<file path="src/rtl/fetch_unit_pkg.sv">
// Shared definitions for the instruction fetch unit: datapath width,
// the canonical NOP word, the fetch state encoding and small helpers.
package fetch_unit_pkg;

    localparam int XLEN = 32;

    // addi x0, x0, 0 -- presented to the core whenever nothing executes
    localparam logic [XLEN-1:0] NOP = 32'h0000_0013;

    typedef enum logic [1:0] {
        FETCH = 2'd0,
        EXEC  = 2'd1,
        HALT  = 2'd2,
        FAULT = 2'd3
    } state_e;

    // Instruction addresses must be word aligned.
    function automatic logic is_misaligned(input logic [XLEN-1:0] addr);
        return (addr[1:0] != 2'b00);
    endfunction

endpackage

</file>
<file path="src/rtl/fetch_timer.sv">
// Fetch timeout counter: counts wait cycles of one outstanding fetch and
// reports when the last permitted wait cycle has been reached.
module fetch_timer #(
    parameter int TIMEOUT = 16
) (
    input  logic clk,
    input  logic rst,
    input  logic clear,
    input  logic enable,
    output logic expired
);

    localparam int W = (TIMEOUT > 1) ? $clog2(TIMEOUT) : 1;
    localparam logic [W-1:0] LAST = W'(TIMEOUT - 1);

    logic [W-1:0] count_r;

    // Wait-cycle counter; saturates at LAST so it can never wrap back to 0.
    always_ff @(posedge clk or negedge rst) begin
        if (!rst) begin
            count_r <= '0;
        end else if (clear) begin
            count_r <= '0;
        end else if (enable && (count_r != LAST)) begin
            count_r <= count_r + W'(1);
        end else begin
            count_r <= count_r;
        end
    end

    assign expired = (count_r == LAST);

endmodule

</file>
<file path="src/rtl/fetch_unit.sv">
// Instruction fetch unit: fetches one word per instruction from instruction
// memory, presents it to the execute core for exactly one cycle, and
// handles halting, fetch timeouts and misaligned-target faults.
module fetch_unit
    import fetch_unit_pkg::*;
#(
    parameter logic [31:0] RESET_PC = 32'h0000_0000,
    parameter int          TIMEOUT  = 16
) (
    input  logic        clk,
    input  logic        rst,
    output logic        imem_req,
    output logic [31:0] imem_addr,
    input  logic        imem_ack,
    input  logic [31:0] imem_rdata,
    output logic [31:0] instruction,
    output logic [31:0] pc,
    input  logic [31:0] next_pc,
    output logic        instr_valid,
    input  logic        halt,
    output logic        fault,
    output logic [31:0] fault_addr,
    output logic [31:0] instret
);

    state_e            state_r;
    state_e            state_s;
    logic [XLEN-1:0]   pc_r;
    logic [XLEN-1:0]   ir_r;
    logic [XLEN-1:0]   instret_r;
    logic [XLEN-1:0]   fault_addr_r;
    logic              expired_s;
    logic              timer_clear_s;
    logic              timer_en_s;

    fetch_timer #(
        .TIMEOUT (TIMEOUT)
    ) u_timer (
        .clk     (clk),
        .rst     (rst),
        .clear   (timer_clear_s),
        .enable  (timer_en_s),
        .expired (expired_s)
    );

    // Next-state selection and timer control for the fetch sequencer.
    always_comb begin
        state_s       = state_r;
        timer_clear_s = 1'b0;
        timer_en_s    = 1'b0;
        case (state_r)
            FETCH: begin
                if (imem_ack) begin
                    state_s       = EXEC;
                    timer_clear_s = 1'b1;
                end else if (expired_s) begin
                    state_s = FAULT;
                end else begin
                    timer_en_s = 1'b1;
                end
            end
            EXEC: begin
                timer_clear_s = 1'b1;
                if (is_misaligned(next_pc)) begin
                    state_s = FAULT;
                end else if (halt) begin
                    state_s = HALT;
                end else begin
                    state_s = FETCH;
                end
            end
            HALT: begin
                timer_clear_s = 1'b1;
                if (!halt) begin
                    state_s = FETCH;
                end else begin
                    state_s = HALT;
                end
            end
            FAULT: begin
                state_s = FAULT;
            end
            default: begin
                state_s = FAULT;
            end
        endcase
    end

    // State register; an unknown encoding can only be left through reset.
    always_ff @(posedge clk or negedge rst) begin
        if (!rst) begin
            state_r <= FETCH;
        end else begin
            state_r <= state_s;
        end
    end

    // Architectural registers: pc, instruction register, retire count, fault address.
    always_ff @(posedge clk or negedge rst) begin
        if (!rst) begin
            pc_r         <= RESET_PC;
            ir_r         <= NOP;
            instret_r    <= 32'd0;
            fault_addr_r <= 32'd0;
        end else begin
            case (state_r)
                FETCH: begin
                    if (imem_ack) begin
                        ir_r <= imem_rdata;
                    end else if (expired_s) begin
                        fault_addr_r <= pc_r;
                    end else begin
                        ir_r <= ir_r;
                    end
                end
                EXEC: begin
                    pc_r      <= next_pc;
                    instret_r <= instret_r + 32'd1;
                    if (is_misaligned(next_pc)) begin
                        fault_addr_r <= next_pc;
                    end else begin
                        fault_addr_r <= fault_addr_r;
                    end
                end
                default: begin
                    pc_r <= pc_r;
                end
            endcase
        end
    end

    // The request is gated by reset so it drops the instant reset asserts.
    assign imem_req    = (state_r == FETCH) && rst;
    assign imem_addr   = pc_r;
    assign instr_valid = (state_r == EXEC);
    assign instruction = (state_r == EXEC) ? ir_r : NOP;
    assign pc          = pc_r;
    assign fault       = (state_r == FAULT);
    assign fault_addr  = fault_addr_r;
    assign instret     = instret_r;

endmodule
</file>
<file path="config.mk">
export PLATFORM = sky130hd
export DESIGN_NAME = fetch_unit
export DESIGN_NICKNAME = d
export VERILOG_FILES = /design/src/rtl/fetch_unit_pkg.sv /design/src/rtl/fetch_timer.sv /design/src/rtl/fetch_unit.sv
export SDC_FILE = /design/constraint.sdc
export NUM_CORES = 1
export LEC_CHECK = 0
export CORE_MARGIN = 2
export CORE_UTILIZATION = 45
export DETAILED_ROUTE_END_ITERATION = 8
export DONT_BUFFER_PORTS = 1
export GPL_TIMING_DRIVEN = 0
export PLACE_DENSITY = 0.63
export SLEW_MARGIN = 15
export SYNTH_ARGS = -nofsm -noshare
export SYNTH_HDL_FRONTEND = slang
export SYNTH_SLANG_ARGS = --single-unit
</file>
<file path="constraint.sdc">
create_clock -name clk -period 3 [get_ports clk]
set_clock_uncertainty 0.2 [all_clocks]
set_input_delay 0.6 -clock clk [delete_from_list [all_inputs] [get_ports clk]]
set_output_delay 0.6 -clock clk [all_outputs]
set_load 0.1 [all_outputs]
</file>
Word-level counts from Yosys, hierarchy flattened:

Index checks and enable logic that the tools add are counted.

* bits in registers: 134

* add/sub/neg operators: 2
* eq/ne operators: 9
* multiplexer cells: 17
* reductions and logical operators: 9

Operators by type and width (number)
* $mux 32: 4
* $pmux 32 s2: 1
* $add 32x1->32 const B: 1
* $mux 2: 4
* $mux 4: 2
* $pmux 2 s4: 1
* $reduce_bool 2->1: 3
* $add 4x1->4 const B: 1
* $eq 2x2->1 const B: 2
* $eq 4x4->1 const B: 1
* $mux 1: 4
* $ne 2x2->1 const B: 2
* $ne 4x4->1 const B: 1
* $reduce_and 4->1: 1
* $ne 3x3->1 const B: 1
* $eq 2x1->1 const B: 1
* $logic_and 1x1->1: 2
* $logic_not 2->1: 1
* $ne 2x1->1 const B: 1
* $pmux 1 s2: 1
* $reduce_and 2->1: 1
* $reduce_or 2->1: 1

Depth between registers and ports, before layout:

Gate-level depths: netlist of the first run.

* depth after elaboration: 7
* mapped depth: 8
* gate-level depth less buffers: 6

By module:

A second synthesis of the first run with hierarchy kept.

* cells, all modules: 449
* area, all modules: 5929.4 um^2

Modules (own cells, without submodules)
* fetch_unit: instances 1, cells an instance 429, area an instance 5700.5 um^2, seq. area each 3256.9 um^2
* fetch_timer: instances 1, cells an instance 20, area an instance 229.0 um^2, seq. area each 100.1 um^2

Least setup slack after synthesis of the first run:

Ideal clock, no wire load.

* path type: register -> output
* from: register state_r[1]
* to: output instruction[11]
* arrival: 2.855 ns
* data required time: 2.200 ns
* setup slack: -0.655 ns
* stages on the path, launching flop included: 7
* buffers on the path: 3
* cell sequence: dfrtp_1 > inv_1 > ha_1 > buf_4 > clkbuf_1 > clkbuf_1 > and2_1

* word-level cells in the longest chain between the ends: 2

Ends and longest elaborated chain
* from (decl): line fetch_unit.sv:26 `state_e state_r;`
* from (signal assigned): line fetch_unit.sv:94 `state_r <= state_s;`
* $eq 2x1->1
* net instr_valid: line fetch_unit.sv:19 `output logic instr_valid,`
* $mux 32: line fetch_unit.sv:136 `assign instruction = (state_r == EXEC) ? ir_r : NOP;`
* to (decl): line fetch_unit.sv:16 `output logic [31:0] instruction,`

The timed path passes the listed nets, and every way through them passes these cells.

Worst setup path after layout of the first run:

* from: register state_r[1]
* to: output instruction[16]

Same word-level chain as after synthesis.

==> out/metrics.csv, run 1 <==
stage;metric;value;unit
layout;area_delta_synth_final;16.13;%
floorplanning;die_w;118.3;µm
synth;synthTopCellsByArea;dfrtp_1, mux2_2, buf_4;
cts;cts_root_buffer;clkbuf_16;
synth;synth_largest_area_cell;dfrtp_1;
worst_setup_path;path_max_fanout;10;
worst_setup_path;end_kind;output port;
floorplanning;dieArea;0.01400;mm²
synth;synth_edf_count;0;
timing;hold_ws;-0.3133;ns
synth;netlist_instances;444;
cts;cts_sinks;134;
synth;async_flop_share;100.0;%
timing;tightestPinTransition;1.076;ns
timing;setup_violations;0;
drt;wl_per_cell;18.56;µm
floorplanning;rows;41;
drt;detail_route.iter0.violations;187;
global_route;grt.overflow.total;0;
worst_setup_path;cp.arrival;2.11;ns
worst_setup_path;crit_start;state_r[1];
worst_setup_path;r2r-start;instret[1];
synth;yosys.area.top_type_share;55.74;%
cts;worstSkewPairLatency;0.41;ns
floorplanning;initial_core_util;46.41;%
cts;numCtsBuffers;17;
floorplanning;dieHeight;118.3;µm
drt;dr.pass1.iters;4;
layout;layout.cells.most_common_list;dfrtp_1, mux2_2, buf_4, and2_4, xor2_1;
global_route;grt_pass1_wl;19.25;mm
worst_setup_path;path_class;reg -> out;
timing;fmax;343.1;MHz
layout;diodes;0;
status;outcome;complete, but fails checks;
worst_setup_path;worstSetupEndpoint;instruction[16];
synth;ys_seq_area_share;57.09;%
layout;nNetsFinal;541;
timing;hold_viol_final;134;
floorplanning;core;0.01267;mm²
drt;drtAntennaViolNets;0;
global_route;track_usage;17.60;%
worst_setup_path;startpoint_type;register;
drt;wirelength;12.08;mm
placed_design;gp_congestion;0.7163;
hold_path;min_path_type;in -> async;
global_route;grt_max_degree;136;
layout;drive_gt1_share;45.30;%
synth;syn_nets;519;
synth;avgSynthCellArea;13.24;µm²
synth;synth-seq-cells;134;
global_route;antenna_found_initial;0;
worst_setup_path;reg2regPathDepth;6;
timing;slew_headroom;28.29;%
worst_setup_path;cp.required;2.20;ns
drt;routed_via_density;5.253;
layout;fin_util;53.90;%
synth;synth_area;0.005881;mm²
layout;final_cells;651;
timing;finalMaxSlewViolations;0;
drt;drc_errors;0;
run;maxCapViolCount;0;
global_route;grt_pass1_vias;3645;
synth;yosys_warnings;0;
timing;fin_crit;2.914;ns
drt;num_vias;3420;
floorplanning;ios;231;
synth;synth.distinct_cells;32;
layout;final_common_cell;dfrtp_1;
placed_design;dp_hpwl;8.445;mm
cts;ctsLongestPathBuffers;2;
timing;fin_crit_sh;97.14;%
placed_design;dp.cells;616;
cts;htree_levels;4;
worst_setup_path;worstReg2RegEnd;instret[24];
synth;synth_flop_cell;dfrtp_1;
worst_setup_path;ff2ff_setup_slack;0.16;ns
cts;tritoncts;built;
status;violations;negative hold slack;
placed_design;port_buffers;0;
cts;path_clk_slew;0.05;ns
-- flip-flops by register name, summed over array words and instances, names as in the netlist --
name and cells:
fault_addr 32, imem_addr 32, instret 32, ir_r 32
u_timer.count_r 4, state_r 2
-- kinds of logic after synthesis --
family / after synthesis / synth area share [%]
AND/OR/NAND/NOR: 110 / 10.72
multiplexers: 99 / 18.91
flip-flops: 134 / 57.09
XOR/XNOR: 34 / 5.064
buffers and inverters: 55 / 5.915
AO/OA/AOI/OAI: 5 / 0.8086
adder cells (fa/ha/maj): 7 / 1.489
-- worst max-delay path, stage by stage, from the launching register on --
cell      delay, ns
dfrtp_1        0.39
inv_2          0.10
ha_4           0.35
buf_8          0.16
clkbuf_8       0.18
clkbuf_8       0.18
and2_4         0.34
-- layer usage --
layer	vias to the layer above	routed length [µm]	global-route usage [%]
li1	1531	-	-
met1	1703	4777	20.28
met2	163	5913	27.89
met3	23	1105	8.156
met4	0	283	8.057
met5	-	0	0
-- repair_timing --
action                                  CTS  global route
pin swaps                                11             1
endpoints found under the hold margin   134           134
buffers inserted                          2             1
gates resized for setup                  47             1
endpoints found under the setup margin   68            21
-- cell usage after synthesis, types with 7 or more instances --
library cell,number
dfrtp_1,131
mux2_2,95
buf_4,33
and2_1,31
xor2_1,18
xnor2_1,16
nor2_1,14
nand2_1,13
nand4_1,11
nand3_1,10
nor3_1,10
buf_2,8
clkbuf_1,8
ha_1,7
-- stage by stage --
stage / setup WS [ns] / TNS, ns / cell area, µm²
after floorplan: -0.05290 / -1.058 / 5919
after detailed placement: -0.6133 / -17.10 / 6135
after global routing: -0.00005662 / -0.00005662 / 6829
after global placement: -0.5733 / -14.52 / 6135
final: 0.08566 / 0 / 6829
after CTS: 0.009549 / 0 / 6820
-- final cells by class --
type | instances | area, µm²
plain buffers | 50 | 367.9
clock buffers | 22 | 474.2
clock inverters | 10 | 102.6
fillers | 1107 | 5842
inverters | 5 | 18.77
multi-input cells | 255 | 2270
flip-flops and latches | 134 | 3358
well taps | 172 | 215.2
repair buffers | 3 | 22.52
-- how the worst min path moves through the flow --
stage	end
4_1_cts	instret[28]
3_5_place_dp	instret[28]
2_1_floorplan	fault_addr[0]
6_report	instret[27]
3_3_place_gp	instret[28]
5_1_grt	instret[28]
Power of run 1 is left out: the tool's default activity adds up to more than one toggle a clock period on the data nets, which glitch-free logic cannot reach.
==> inputs of run 2 (changes only) <==
--- a/config.mk
+++ b/config.mk
@@ -5,12 +5,13 @@
 export SDC_FILE = /design/constraint.sdc
 export NUM_CORES = 1
 export LEC_CHECK = 0
+export CAP_MARGIN = 10
 export CORE_MARGIN = 2
-export CORE_UTILIZATION = 45
+export CORE_UTILIZATION = 63
 export DETAILED_ROUTE_END_ITERATION = 8
 export DONT_BUFFER_PORTS = 1
 export GPL_TIMING_DRIVEN = 0
-export PLACE_DENSITY = 0.63
+export PLACE_DENSITY = 0.82
 export SLEW_MARGIN = 15
 export SYNTH_ARGS = -nofsm -noshare
 export SYNTH_HDL_FRONTEND = slang
==> run 2 against run 1 <==
The flow still finishes with violations (negative hold slack). Utilization up 21 points. Global-route usage rose by 7.2 points. Clock-buffer cell count is 4 lower. Final cell count down 8.4%. Hold slack got worse by 0.093 ns. Non-clock buffer count rose by 8. Register-to-register slack worse by 0.03 ns. First-iteration DRC count shrank 53%.
==> out/metrics.csv, run 2 (same netlist as run 1, synthesis figures left out) <==
stage;metric;value;unit
worst_setup_path;end_kind;output port;
layout;fill_cells;559;
cts;tritoncts;built;
cts;worstSkewPairLatency;0.49;ns
placed_design;port_buffers;0;
global_route;grt.overflow.total;0;
cts;htree_levels;4;
floorplanning;ios;231;
drt;num_vias;3524;
cts;cts_sinks;134;
timing;fmax;338.9;MHz
global_route;track_usage;24.77;%
layout;area_delta_synth_final;17.26;%
run;maxCapViolCount;0;
cts;numCtsBuffers;17;
drt;drc_errors;0;
drt;routed_via_density;5.913;
timing;hold_viol_final;134;
global_route;grt_pass1_vias;3791;
layout;nNetsFinal;549;
worst_setup_path;cp.arrival;2.15;ns
layout;layout.cells.most_common_list;dfrtp_1, mux2_2, buf_4, and2_4, clkbuf_16;
worst_setup_path;path_class;reg -> out;
global_route;grt_pass1_wl;19.42;mm
timing;grt_setup_unrepaired;yes;
worst_setup_path;startpoint_type;register;
drt;wl_per_cell;21.16;µm
placed_design;gp_congestion;0.7958;
timing;fin_crit_sh;98.36;%
worst_setup_path;path_max_fanout;12;
placed_design;dp_hpwl;8.560;mm
status;violations;negative hold slack;
floorplanning;dieArea;0.01012;mm²
layout;regArea;0.003358;mm²
layout;diodes;0;
drt;wirelength;12.61;mm
status;outcome;complete, but fails checks;
cts;ctsLongestPathBuffers;2;
timing;fin_crit;2.951;ns
drt;dr.pass1.iters;4;
worst_setup_path;cp.required;2.20;ns
layout;final_common_cell;dfrtp_1;
floorplanning;initial_core_util;64.25;%
timing;finalMaxSlewViolations;0;
floorplanning;rows;35;
cts;cts_root_buffer;clkbuf_8;
floorplanning;core;0.009153;mm²
layout;multiInputGateArea;0.002270;mm²
floorplanning;die_w;100.6;µm
floorplanning;dieHeight;100.6;µm
timing;tns;0;ns
drt;drtAntennaViolNets;0;
drt;detail_route.iter0.violations;87;
cts;path_clk_slew;0.06;ns
layout;drive_gt1_share;46.19;%
global_route;antenna_found_initial;0;
hold_path;min_path_type;in -> async;
timing;tightestPinTransition;1.076;ns
timing;hold_ws;-0.4059;ns
timing;setup_violations;0;
timing;slew_headroom;28.26;%
global_route;grt_max_degree;136;
-- run 2: timing repair --
action / in CTS / in global routing
pin swaps: 5 / 7
endpoints found under the hold margin: 134 / 135
gates resized for setup: 48 / 5
gates cloned: 0 / 2
buffers inserted: 3 / 5
endpoints found under the setup margin: 65 / 31
-- run 2: critical path: stages (launching register included) --
cell	delay, ns
dfrtp_1	0.39
inv_2	0.10
ha_4	0.36
buf_8	0.16
clkbuf_16	0.17
clkbuf_16	0.14
and2_4	0.32
-- run 2: final timing paths --
| kind | startpoint | slack (ns) | cells after the start | end |
|---|---|---|---|---|
| min reg2reg | ir_r[5] | 0.31 | 1 | ir_r[5] |
| min in group clk | imem_rdata[28] | 0.05 | 1 | ir_r[28] |
| max in group asynchronous | rst | 2.70 | 0 | ir_r[0] |
| max | state_r[1] | 0.05 | 6 | instruction[18] |
| min | rst | -0.41 | 0 | instret[24] |
| max reg2reg | instret[1] | 0.13 | 5 | instret[26] |
-- run 2: routing by layer --
metal  global-route usage [%]  wire, µm  share of wire (%)
met5                        0         0                  0
met4                    9.378       203                1.6
met2                    42.62      6736                 53
met1                    28.44      4732                 38
met3                    8.669       936                7.4
-- run 2: per-stage QoR --
stage                     std cells  setup slack (ns)  util, %  cell area [µm²]
after floorplan                 444          -0.05290        -             5919
after global placement          555           -0.4962    66.19             6058
after detailed placement        555           -0.5459    66.19             6058
after CTS                       588          0.002021    74.20             6792
after global routing            596          -0.01844    75.34             6895
final                           596           0.04933    75.34             6895
-- run 2: area by class of cell --
| type | instances | share of cell area (%) |
|---|---|---|
| Sequential cell | 134 | 48.70 |
| Multi-Input combinational cell | 255 | 32.92 |
| Clock buffer | 18 | 6.206 |
| Buffer | 50 | 5.571 |
| Clock inverter | 12 | 2.577 |
| Tap cell | 111 | 2.014 |
| Timing Repair Buffer | 11 | 1.742 |
| Inverter | 5 | 0.2722 |
Power of run 2 is left out for the same reason.
==> inputs of run 3 (changes only) <==
--- a/config.mk
+++ b/config.mk
@@ -5,6 +5,7 @@
 export SDC_FILE = /design/constraint.sdc
 export NUM_CORES = 1
 export LEC_CHECK = 0
+export ABC_AREA = 1
 export CAP_MARGIN = 10
 export CORE_MARGIN = 2
 export CORE_UTILIZATION = 63
==> run 3 against run 2 <==
Synthesized cell count up 73%. First-iteration DRC count rose to 4.0 times the previous value. Register-to-register slack better by 0.29 ns. Die area up 7.8%. The run ends with negative hold slack, negative setup slack left. Via count up 56%. Flip-flop and latch count unchanged. Sequential share of layout area down 6.3 points. Clock-buffer cell count up 2. Synthesized area up 8.1%.
==> out/metrics.csv, run 3 <==
stage;metric;value;unit
status;outcome;complete, but fails checks;
status;violations;negative hold slack, negative setup slack;
timing;finalMaxSlewViolations;0;
timing;worst_slack;-0.09150;ns
synth;synth_edf_count;0;
cts;numCtsBuffers;17;
synth;synth_largest_area_cell;dfrtp_1;
synth;synth_flop_cell;dfrtp_1;
global_route;grt_max_degree;136;
drt;drtAntennaViolNets;0;
floorplanning;initial_core_util;65.03;%
cts;postCtsHoldBufs;32;
cts;path_clk_slew;0.06;ns
drt;wirelength;18.63;mm
synth;synth.distinct_cells;28;
synth;syn_nets;845;
worst_setup_path;ff2ff_setup_slack;0.42;ns
cts;tritoncts;built;
synth;async_flop_share;100.0;%
synth;netlist_instances;770;
synth;yosys.area.top_type_share;51.57;%
timing;grt_setup_unrepaired;yes;
floorplanning;core;0.009774;mm²
worst_setup_path;end_kind;output port;
global_route;antenna_found_initial;0;
floorplanning;dieArea;0.01091;mm²
placed_design;gp_congestion;0.8478;
floorplanning;ios;231;
cts;ctsLongestPathBuffers;2;
timing;hold_ws;-0.4250;ns
global_route;grt_pass1_vias;5330;
placed_design;port_buffers;0;
drt;dr.pass1.iters;5;
floorplanning;rows;36;
synth;yosysMostFrequentCell;nand2_1;
worst_setup_path;r2r-start;instret[0];
worst_setup_path;worstReg2RegEnd;instret[24];
placed_design;dp_hpwl;10.54;mm
layout;nNetsFinal;907;
synth;synth-seq-cells;134;
synth;synthTopCellsByArea;dfrtp_1, nand2_1, inv_1;
run;maxCapViolCount;0;
layout;layout.cells.most_common_list;nand2_1, dfrtp_1, inv_1, buf_4;
synth;synth_area;0.006356;mm²
layout;drive_gt1_share;21.89;%
cts;htree_levels;4;
drt;routed_via_density;5.604;
cts;worstSkewPairLatency;0.52;ns
timing;fmax;323.5;MHz
placed_design;preCtsSetupSlack;-0.1166;ns
layout;area_delta_synth_final;24.61;%
drt;detail_route.iter0.violations;352;
cts;cts_sinks;134;
timing;hold_viol_final;134;
timing;slew_headroom;27.56;%
drt;wl_per_cell;19.05;µm
worst_setup_path;path_max_fanout;8;
worst_setup_path;cp.required;2.20;ns
timing;setup_violations;29;
worst_setup_path;startpoint_type;register;
cts;cts_root_buffer;clkbuf_8;
timing;tns;-1.536;ns
worst_setup_path;reg2regPathDepth;8;
drt;num_vias;5481;
synth;avgSynthCellArea;8.255;µm²
synth;synth_commonest_cells;nand2_1, dfrtp_1, inv_1, buf_4, o21ai_1;
timing;fin_crit;3.092;ns
synth;yosys_warnings;0;
floorplanning;die_w;104.4;µm
floorplanning;dieHeight;104.4;µm
timing;tightestPinTransition;1.087;ns
synth;ys_seq_area_share;52.81;%
hold_path;min_path_type;in -> async;
worst_setup_path;cp.arrival;2.29;ns
timing;fin_crit_sh;103.1;%
global_route;grt.overflow.total;0;
global_route;grt_pass1_wl;26.82;mm
layout;final_common_cell;nand2_1;
layout;diodes;0;
worst_setup_path;path_class;reg -> out;
global_route;track_usage;31.09;%
drt;drc_errors;0;
## run 3: cell count changes after synthesis, sizes merged, moves of 9 or more
cell and change:
nand2 +314, mux2 -97, inv +87, o21ai +35
and2 -31, nor2 +29, nand3 +18, buf +11
xnor2 -9
## run 3: final cells by class
class,instances,area (µm²)
Fill cell,549,1854
Clock inverter,12,128.9
Multi-Input combinational cell,488,2440
Clock buffer,20,445.4
Buffer,55,456.7
Inverter,92,460.4
Tap cell,133,166.4
Timing Repair Buffer,44,465.4
Sequential cell,134,3357
## run 3: what timing repair did
action | 4_1_cts | 5_1_grt
gates resized for setup | 41 | 32
pin swaps | 2 | 1
setup buffers | 7 | 2
gates cloned | 1 | 2
endpoints found under the setup margin | 32 | 33
endpoints found under the hold margin | 166 | 134
## run 3: kinds of logic after synthesis
| logic type | Yosys count | synth area share (%) |
|---|---|---|
| simple gates | 418 | 27.54 |
| buf+inv | 148 | 11.91 |
| compound gates | 41 | 3.327 |
| fa+ha+maj | 7 | 1.378 |
| flops | 134 | 52.81 |
| xor+xnor | 22 | 3.032 |
## run 3: routing by layer
metal | GRT usage (%) | routed length [µm] | vias to the layer above
met2 | 54.11 | 9768 | 326
met3 | 9.900 | 1587 | 61
met5 | 0 | 0 | -
met1 | 35.20 | 6647 | 2665
li1 | - | - | 2429
met4 | 13.03 | 626 | 0
## run 3: critical path, stage by stage (launching register included)
cell and delay [ns]:
dfrtp_1 0.40, inv_2 0.10, ha_4 0.36, buf_8 0.17, buf_12 0.15, buf_8 0.15, nand2_2 0.08, clkinvlp_4 0.35
## run 3: worst max-delay path by stage
stage | end | start | cells past startpoint | slack, ns
3_3_place_gp | instruction[6] | state_r[1] | 7 | -0.07
2_1_floorplan | instruction[0] | state_r[1] | 7 | 0.18
6_report | instruction[10] | state_r[1] | 7 | -0.09
3_5_place_dp | instruction[6] | state_r[1] | 7 | -0.12
4_1_cts | instruction[17] | state_r[1] | 7 | -0.04
5_1_grt | instruction[10] | state_r[1] | 7 | -0.14
## run 3: through the flow
stage	cells	util (%)	cell area (µm²)	hold slack [ns]
after floorplan	770	-	6467	0.1044
after global placement	903	67.87	6634	0.1073
after detailed placement	903	67.87	6634	0.1070
after CTS	974	78.94	7716	-0.4446
after global routing	978	81.03	7920	-0.4587
final	978	81.03	7920	-0.4250
Power of run 3 is left out for the same reason.
